## config.mk

```make
export PLATFORM = sky130hd
export DESIGN_NAME = mem_arbiter
export DESIGN_NICKNAME = d
export VERILOG_FILES = /design/src/rtl/mem_arbiter.sv
export SDC_FILE = /design/constraint.sdc
export NUM_CORES = 1
export LEC_CHECK = 0
export CAP_MARGIN = 30
export CORE_ASPECT_RATIO = 1.5
export CORE_MARGIN = 2
export CORE_UTILIZATION = 29
export CTS_CLUSTER_SIZE = 28
export DETAILED_ROUTE_END_ITERATION = 6
export GPL_TIMING_DRIVEN = 0
export PLACE_DENSITY = 0.69
export SLEW_MARGIN = 25
export SYNTH_ARGS = -nofsm -noshare
export SYNTH_HDL_FRONTEND = slang
export SYNTH_SLANG_ARGS = --single-unit
```

## constraint.sdc

```tcl
create_clock -name clk -period 1.8 [get_ports clk]
set_input_delay 0.36 -clock clk [delete_from_list [all_inputs] [get_ports clk]]
set_output_delay 0.36 -clock clk [all_outputs]
set_load 0.05 [all_outputs]
```

## src/rtl/mem_arbiter.sv

```systemverilog
// Two-requester memory arbiter: the CPU controller and the loader/debug port
// share one memory. Requesters are served round-robin, and each access is
// stretched over WAIT extra wait-state cycles.
//
//   state  | meaning
//   -------+--------------------------------------------------------------
//   S_IDLE | memory free; pick a requester (ties go to ~last) and latch it
//   S_BUSY | access in flight; the cycle with cnt==0 is the final cycle
//          | and strobes done to the owner
module mem_arbiter #(
    parameter int AW   = 32,
    parameter int DW   = 32,
    parameter int WAIT = 2
) (
    input  logic          clk,
    input  logic          rst,
    input  logic          cpu_req,
    input  logic          cpu_we,
    input  logic [AW-1:0] cpu_addr,
    input  logic [DW-1:0] cpu_wdata,
    output logic [DW-1:0] cpu_rdata,
    output logic          cpu_done,
    output logic          cpu_stall,
    input  logic          ld_req,
    input  logic          ld_we,
    input  logic [AW-1:0] ld_addr,
    input  logic [DW-1:0] ld_wdata,
    output logic [DW-1:0] ld_rdata,
    output logic          ld_done,
    output logic          gnt_cpu,
    output logic          gnt_ld,
    output logic          mem_en,
    output logic          mem_we,
    output logic [AW-1:0] mem_addr,
    output logic [DW-1:0] mem_wdata,
    input  logic [DW-1:0] mem_rdata
);

    typedef enum logic {S_IDLE, S_BUSY} state_t;

    // The wait-state counter is 4 bits, so WAIT is truncated to that width.
    localparam logic [3:0] LP_WAIT = 4'(WAIT);

    state_t        r_state, w_state_nxt;
    logic          r_owner, w_owner_nxt;
    logic          r_last,  w_last_nxt;
    logic [3:0]    r_cnt,   w_cnt_nxt;
    logic          r_we,    w_we_nxt;
    logic [AW-1:0] r_addr,  w_addr_nxt;
    logic [DW-1:0] r_wdata, w_wdata_nxt;
    logic          w_win;
    logic          w_busy;
    logic          w_final;

    // State register plus the fields latched at grant. last resets to the
    // loader so that the CPU wins the first tie.
    always_ff @(posedge clk or negedge rst) begin
        if (!rst) begin
            r_state <= S_IDLE;
            r_owner <= 1'b0;
            r_last  <= 1'b1;
            r_cnt   <= 4'd0;
            r_we    <= 1'b0;
            r_addr  <= '0;
            r_wdata <= '0;
        end else begin
            r_state <= w_state_nxt;
            r_owner <= w_owner_nxt;
            r_last  <= w_last_nxt;
            r_cnt   <= w_cnt_nxt;
            r_we    <= w_we_nxt;
            r_addr  <= w_addr_nxt;
            r_wdata <= w_wdata_nxt;
        end
    end

    // Next-state logic: round-robin grant in IDLE, wait-state countdown in BUSY.
    always_comb begin
        w_state_nxt = r_state;
        w_owner_nxt = r_owner;
        w_last_nxt  = r_last;
        w_cnt_nxt   = r_cnt;
        w_we_nxt    = r_we;
        w_addr_nxt  = r_addr;
        w_wdata_nxt = r_wdata;
        w_win       = 1'b0;
        case (r_state)
            S_IDLE: begin
                if (cpu_req || ld_req) begin
                    // A lone requester wins outright; on a tie the requester
                    // not served last time wins.
                    w_win       = (cpu_req && ld_req) ? ~r_last : ld_req;
                    w_owner_nxt = w_win;
                    w_last_nxt  = w_win;
                    w_cnt_nxt   = LP_WAIT;
                    w_we_nxt    = w_win ? ld_we    : cpu_we;
                    w_addr_nxt  = w_win ? ld_addr  : cpu_addr;
                    w_wdata_nxt = w_win ? ld_wdata : cpu_wdata;
                    w_state_nxt = S_BUSY;
                end
            end
            S_BUSY: begin
                if (r_cnt != 4'd0) begin
                    w_cnt_nxt = r_cnt - 4'd1;
                end else begin
                    w_state_nxt = S_IDLE;
                end
            end
            default: w_state_nxt = S_IDLE;
        endcase
    end

    assign w_busy  = (r_state == S_BUSY);
    assign w_final = w_busy && (r_cnt == 4'd0);

    // Memory-side outputs are gated by BUSY so the bus reads zero whenever idle.
    assign mem_en    = w_busy;
    assign mem_we    = w_busy & r_we;
    assign mem_addr  = w_busy ? r_addr  : '0;
    assign mem_wdata = w_busy ? r_wdata : '0;

    assign gnt_cpu = w_busy & ~r_owner;
    assign gnt_ld  = w_busy &  r_owner;

    // Completion strobes and read data are combinational from the final cycle.
    assign cpu_done  = w_final & ~r_owner;
    assign ld_done   = w_final &  r_owner;
    assign cpu_rdata = cpu_done ? mem_rdata : '0;
    assign ld_rdata  = ld_done  ? mem_rdata : '0;

    // The controller's state register is enabled by ~cpu_stall.
    assign cpu_stall = cpu_req & ~cpu_done;

endmodule

```

# Yosys cells after proc, flatten, opt, wreduce, memory -nomap -nowiden
# Cells that the tools add are included.
[totals]
reg_bits = 72
in_bits = 166
output_inout_bits = 135
[op_classes]
n_addsub = 1
eq_ne = 2
n_mux = 14
bitwise_logic = 10
reduce_logical = 7
[ops]
columns = ["operator", "n"]
rows = [
  ["32-bit 2-to-1 mux", 6],
  ["4-bit 2-to-1 mux", 2],
  ["4-bit case mux with 2 select lines", 1],
  ["1-bit AND", 6],
  ["4-bit zero test", 1],
  ["1-bit 2-to-1 mux", 4],
  ["1-bit inverter", 4],
  ["2-bit AND reduction", 2],
  ["4-bit nonzero test", 1],
  ["4-bit by 1-bit subtractor with 4-bit output, second input constant", 1],
  ["1-bit logical AND", 2],
  ["2-bit by 1-bit != test with 1-bit output, second input constant", 1],
  ["2-bit != test, second input constant", 1],
  ["1-bit case mux with 2 select lines", 1],
  ["1-bit logical OR", 1],
]

# Longest topological paths before layout
[logic_depth]
word_depth = 5
mapped_depth = 6
ltp_nobuf = 5

# Worst setup path after synthesis
# OpenSTA, ideal clock, no wires.
[synth_timing]
kind = "register to output"
startpoint = "reg r_state (netlist: mem_en)"
endpoint = "out ld_rdata[22]"
t_arrival_ns = 1.929
required_ns = 1.440
slack_ns = -0.489
path_stages_with_launch = 5
n_path_buf = 2
cell_sequence = "dfrtp_1 buf_2 and4_1 buf_2 and2_1"
[synth_between]
elab_chain_len = 3
[synth_rtl]
columns = ["element", "line", "rtl"]
rows = [
  ["from (decl)", "44", "state_t r_state, w_state_nxt;"],
  ["from (signal assigned)", "67", "r_state <= w_state_nxt;"],
  ["1-bit logical AND", "114", "assign w_final = w_busy && (r_cnt == 4'd0);"],
  ["1-bit AND", "127", "assign ld_done = w_final & r_owner;"],
  ["net ld_done", "29", "output logic ld_done,"],
  ["32-bit 2-to-1 mux", "129", "assign ld_rdata = ld_done ? mem_rdata : '0;"],
  ["to (decl)", "28", "output logic [DW-1:0] ld_rdata,"],
]
# The timed path passes the listed nets, and every way through them passes these cells.

# Worst setup path in the final report
[layout_timing]
startpoint = "reg r_cnt[1]"
endpoint = "out cpu_rdata[12]"
[layout_between]
elab_chain_len = 4
[layout_rtl]
columns = ["element", "line", "rtl"]
rows = [
  ["from (decl)", "47", "logic [3:0] r_cnt, w_cnt_nxt;"],
  ["from (signal assigned)", "70", "r_cnt <= w_cnt_nxt;"],
  ["4-bit zero test", "114", ""],
  ["1-bit logical AND", "114", ""],
  ["1-bit AND", "126", "assign cpu_done = w_final & ~r_owner;"],
  ["32-bit 2-to-1 mux", "128", "assign cpu_rdata = cpu_done ? mem_rdata : '0;"],
  ["to (decl)", "21", "output logic [DW-1:0] cpu_rdata,"],
]
# No other way between the ends.

==> impl_metrics.env <==
export IMPL_run_status="finished with violations"
export IMPL_violations="setup timing"
export IMPL_drc=0
export IMPL_instances_no_fill=1079
export IMPL_ir_drop_mv=0.976
export IMPL_avgSynthCellArea_um2=7.86
export IMPL_setup_viol=123
export IMPL_htree_levels=3
export IMPL_dieArea_um2=15500
export IMPL_rsz0062_at_grt="yes"
export IMPL_hold_class="in2async"
export IMPL_place_gp_congestion=0.837
export IMPL_wirelength_um=18600
export IMPL_cpPeakStageDelay_ns=0.39
export IMPL_cts_sinks=72
export IMPL_clk_latency_ns=0.33
export IMPL_coreArea_um2=14400
export IMPL_postSynthNetCount=703
export IMPL_yosysSeqAreaShare=0.428
export IMPL_start_util=0.293
export IMPL_synth_area_leaders="dfrtp_1 42%, and2_1 19%, a21oi_1 16%"
export IMPL_synthMuxAreaShare=0.00743
export IMPL_slowest_stage="dfrtp_1"
export IMPL_synth_main_ff_cell="dfrtp_1"
export IMPL_worstPathCellList="inv_2 -> ha_4 -> nand2_4 -> nor4_4 -> buf_4 -> buf_8 -> and2_4 -> buf_8"
export IMPL_final_cell_mix="164 x clkdlybuf4s50_1, 132 x a21oi_1, 117 x and2_4"
export IMPL_ant_nets=0
export IMPL_design_area_um2=9170
export IMPL_worst_path_buf_inv=4
export IMPL_routed_via_density=4.70
export IMPL_fmax_mhz=461
export IMPL_rr_endpoint="r_wdata[27]$_DFFE_PN0P_"
export IMPL_placed_cell_area_um2=7670
export IMPL_cp_required_ns=1.44
export IMPL_yosys_area_share_xor_xnor=0
export IMPL_relSlewSlack=0.669
export IMPL_ys_async_sr_fraction=1.00
export IMPL_grt_usage=0.225
export IMPL_grt_max_degree=50
export IMPL_cts_buffers=9
export IMPL_drive_above_1_share=0.404
export IMPL_rows=54
export IMPL_power_leakage_nw=4.16
export IMPL_clk_path_buf_depth=2
export IMPL_start_kind="flip-flop"
export IMPL_cp_top_family="buffers and inverters"
export IMPL_tightest_slew_ns=0.499
export IMPL_die_h_um=152
export IMPL_finalWorstSetupSlack_ns=-0.369
export IMPL_nets=1044
export IMPL_grt_pass1_vias=4983
export IMPL_yosys_warnings=0
export IMPL_die_w_um=102
export IMPL_yosys_register_bits=72
export IMPL_crit_path_end_kind="output port"
export IMPL_syn_area_um2=4210
export IMPL_area_delta_synth_final_pct=118
export IMPL_vias=5070
export IMPL_crit_type="reg2out"
export IMPL_io_pin_count=301
export IMPL_portBuffers=300
export IMPL_ys_types=26
export IMPL_min_period_ns=2.17
export IMPL_cts_tree="built"
export IMPL_worst_clock_skew_ns=0.00884
export IMPL_yosys_area_share_simple=0.331
export IMPL_rr_worst_depth=8
export IMPL_synth_compound_area_share=0.171
export IMPL_post_place_ws_ns=-1.02
export IMPL_r2r_start="mem_en$_DFF_PN0_"
export IMPL_maxCapViolations=0
export IMPL_p_per_area_nw_per_um2=1920
export IMPL_dp_hpwl_um=13200
export IMPL_fin_total_pwr_mw=17.6
export IMPL_drv_slew=0
export IMPL_overflow=0
export IMPL_synth_largest_area_cell="dfrtp_1"
export IMPL_synth_top_family_by_area="simple AND/OR/NAND/NOR gates"
export IMPL_critPathArrivalTime_ns=1.81
export IMPL_antenna_found_initial=0
export IMPL_finalHoldViolations=0
export IMPL_synth_top_area_frac=0.422
export IMPL_drt_iter0_drc=189
export IMPL_drtPass1Iterations=5
export IMPL_timing_final_crit_share=1.21
export IMPL_post_drt_wl_per_cell_um=17.3
export IMPL_layout_commonest_cell="clkdlybuf4s50_1"
export IMPL_synth_edf_count=0
export IMPL_grt_pass1_wl_um=26700
export IMPL_clk_transition_reported_paths_ns=0.06
export IMPL_path_max_fanout=5
export IMPL_syn_inst=536
export IMPL_numPlacedInstances=1033
export IMPL_crit_top_cell="buf_8"
export IMPL_r2r_slack_ns=0.09
export IMPL_cts_root_buf="clkbuf_16"
export IMPL_synthAdderAreaFrac=0.00297
state kept, by name, summed over array words and instances, names as in the netlist:
signal,flops
r_addr,32
r_owner,1
r_we,1
r_cnt,4
r_wdata,32
r_last,1
mem_en,1
layout make-up:
type	count	area [µm²]
Antenna cell	1	2.50
Buffer	41	398
Clock buffer	11	243
Clock inverter	5	104
Fill cell	1209	5220
Inverter	3	11.3
Multi-Input combinational cell	419	2490
Sequential cell	72	1810
Tap cell	196	245
Timing Repair Buffer	331	3870
repair_timing:
item	CTS	global route
buffers inserted	10	9
hold buffers	1	0
gates cloned	6	5
hold endpoints to repair	23	0
setup endpoints to repair	135	175
pin swaps	19	16
gates resized for setup	997	160
Yosys cell counts (all sizes together), types with 2 or more instances:
cell    count
buf        25
and2      130
a21oi     132
nand2      72
dfrtp      71
nor2       69
inv         3
clkbuf     17
mux2i       2
power breakdown:
group	internal (mW)	total (mW)	switching (mW)
Combinational	5.53	12.6	7.02
Clock	1.39	2.10	0.703
Sequential	2.44	2.94	0.494
Total	9.37	17.6	8.22
kinds of logic (layout without fill, tap and decap cells):
family / after synthesis / in the layout
other: 0 / 1
buffers and inverters: 45 / 391
AND/OR/NAND/NOR: 276 / 276
flip-flops: 72 / 72
adder cells (fa/ha/maj): 1 / 1
multiplexers: 3 / 3
AO/OA/AOI/OAI: 139 / 139
metal layers:
layer	up-vias	track usage	share of wire
li1	2422	-	-
met1	2358	0.233	0.34
met2	248	0.431	0.55
met3	42	0.0482	0.076
met4	0	0.0907	0.037
met5	-	0	0
how the worst max path moves through the flow:
| stage | cells past startpoint | end | startpoint | slack (ns) |
|---|---|---|---|---|
| after floorplan | 4 | ld_rdata[10] | mem_en$_DFF_PN0_ | -0.08 |
| after global placement | 1 | mem_en$_DFF_PN0_ | rst | -2.67 |
| after detailed placement | 7 | cpu_rdata[18] | r_cnt[0]$_DFFE_PN0P_ | -1.02 |
| after CTS | 8 | cpu_rdata[24] | r_cnt[0]$_DFFE_PN0P_ | -0.33 |
| after global routing | 8 | cpu_rdata[13] | r_cnt[1]$_DFFE_PN0P_ | -0.42 |
| final | 8 | cpu_rdata[12] | r_cnt[1]$_DFFE_PN0P_ | -0.37 |
metrics by stage:
step                      hold slack [ns]  utilization  TNS, ns
after floorplan                    0.0644            -    -4.25
after global placement              0.495        0.531  -286.55
after detailed placement            0.294        0.533  -115.21
after CTS                           0.500        0.594   -20.67
after global routing                0.526        0.637   -30.37
final                               0.511        0.637   -24.89
(Power assumes the default switching activity.)
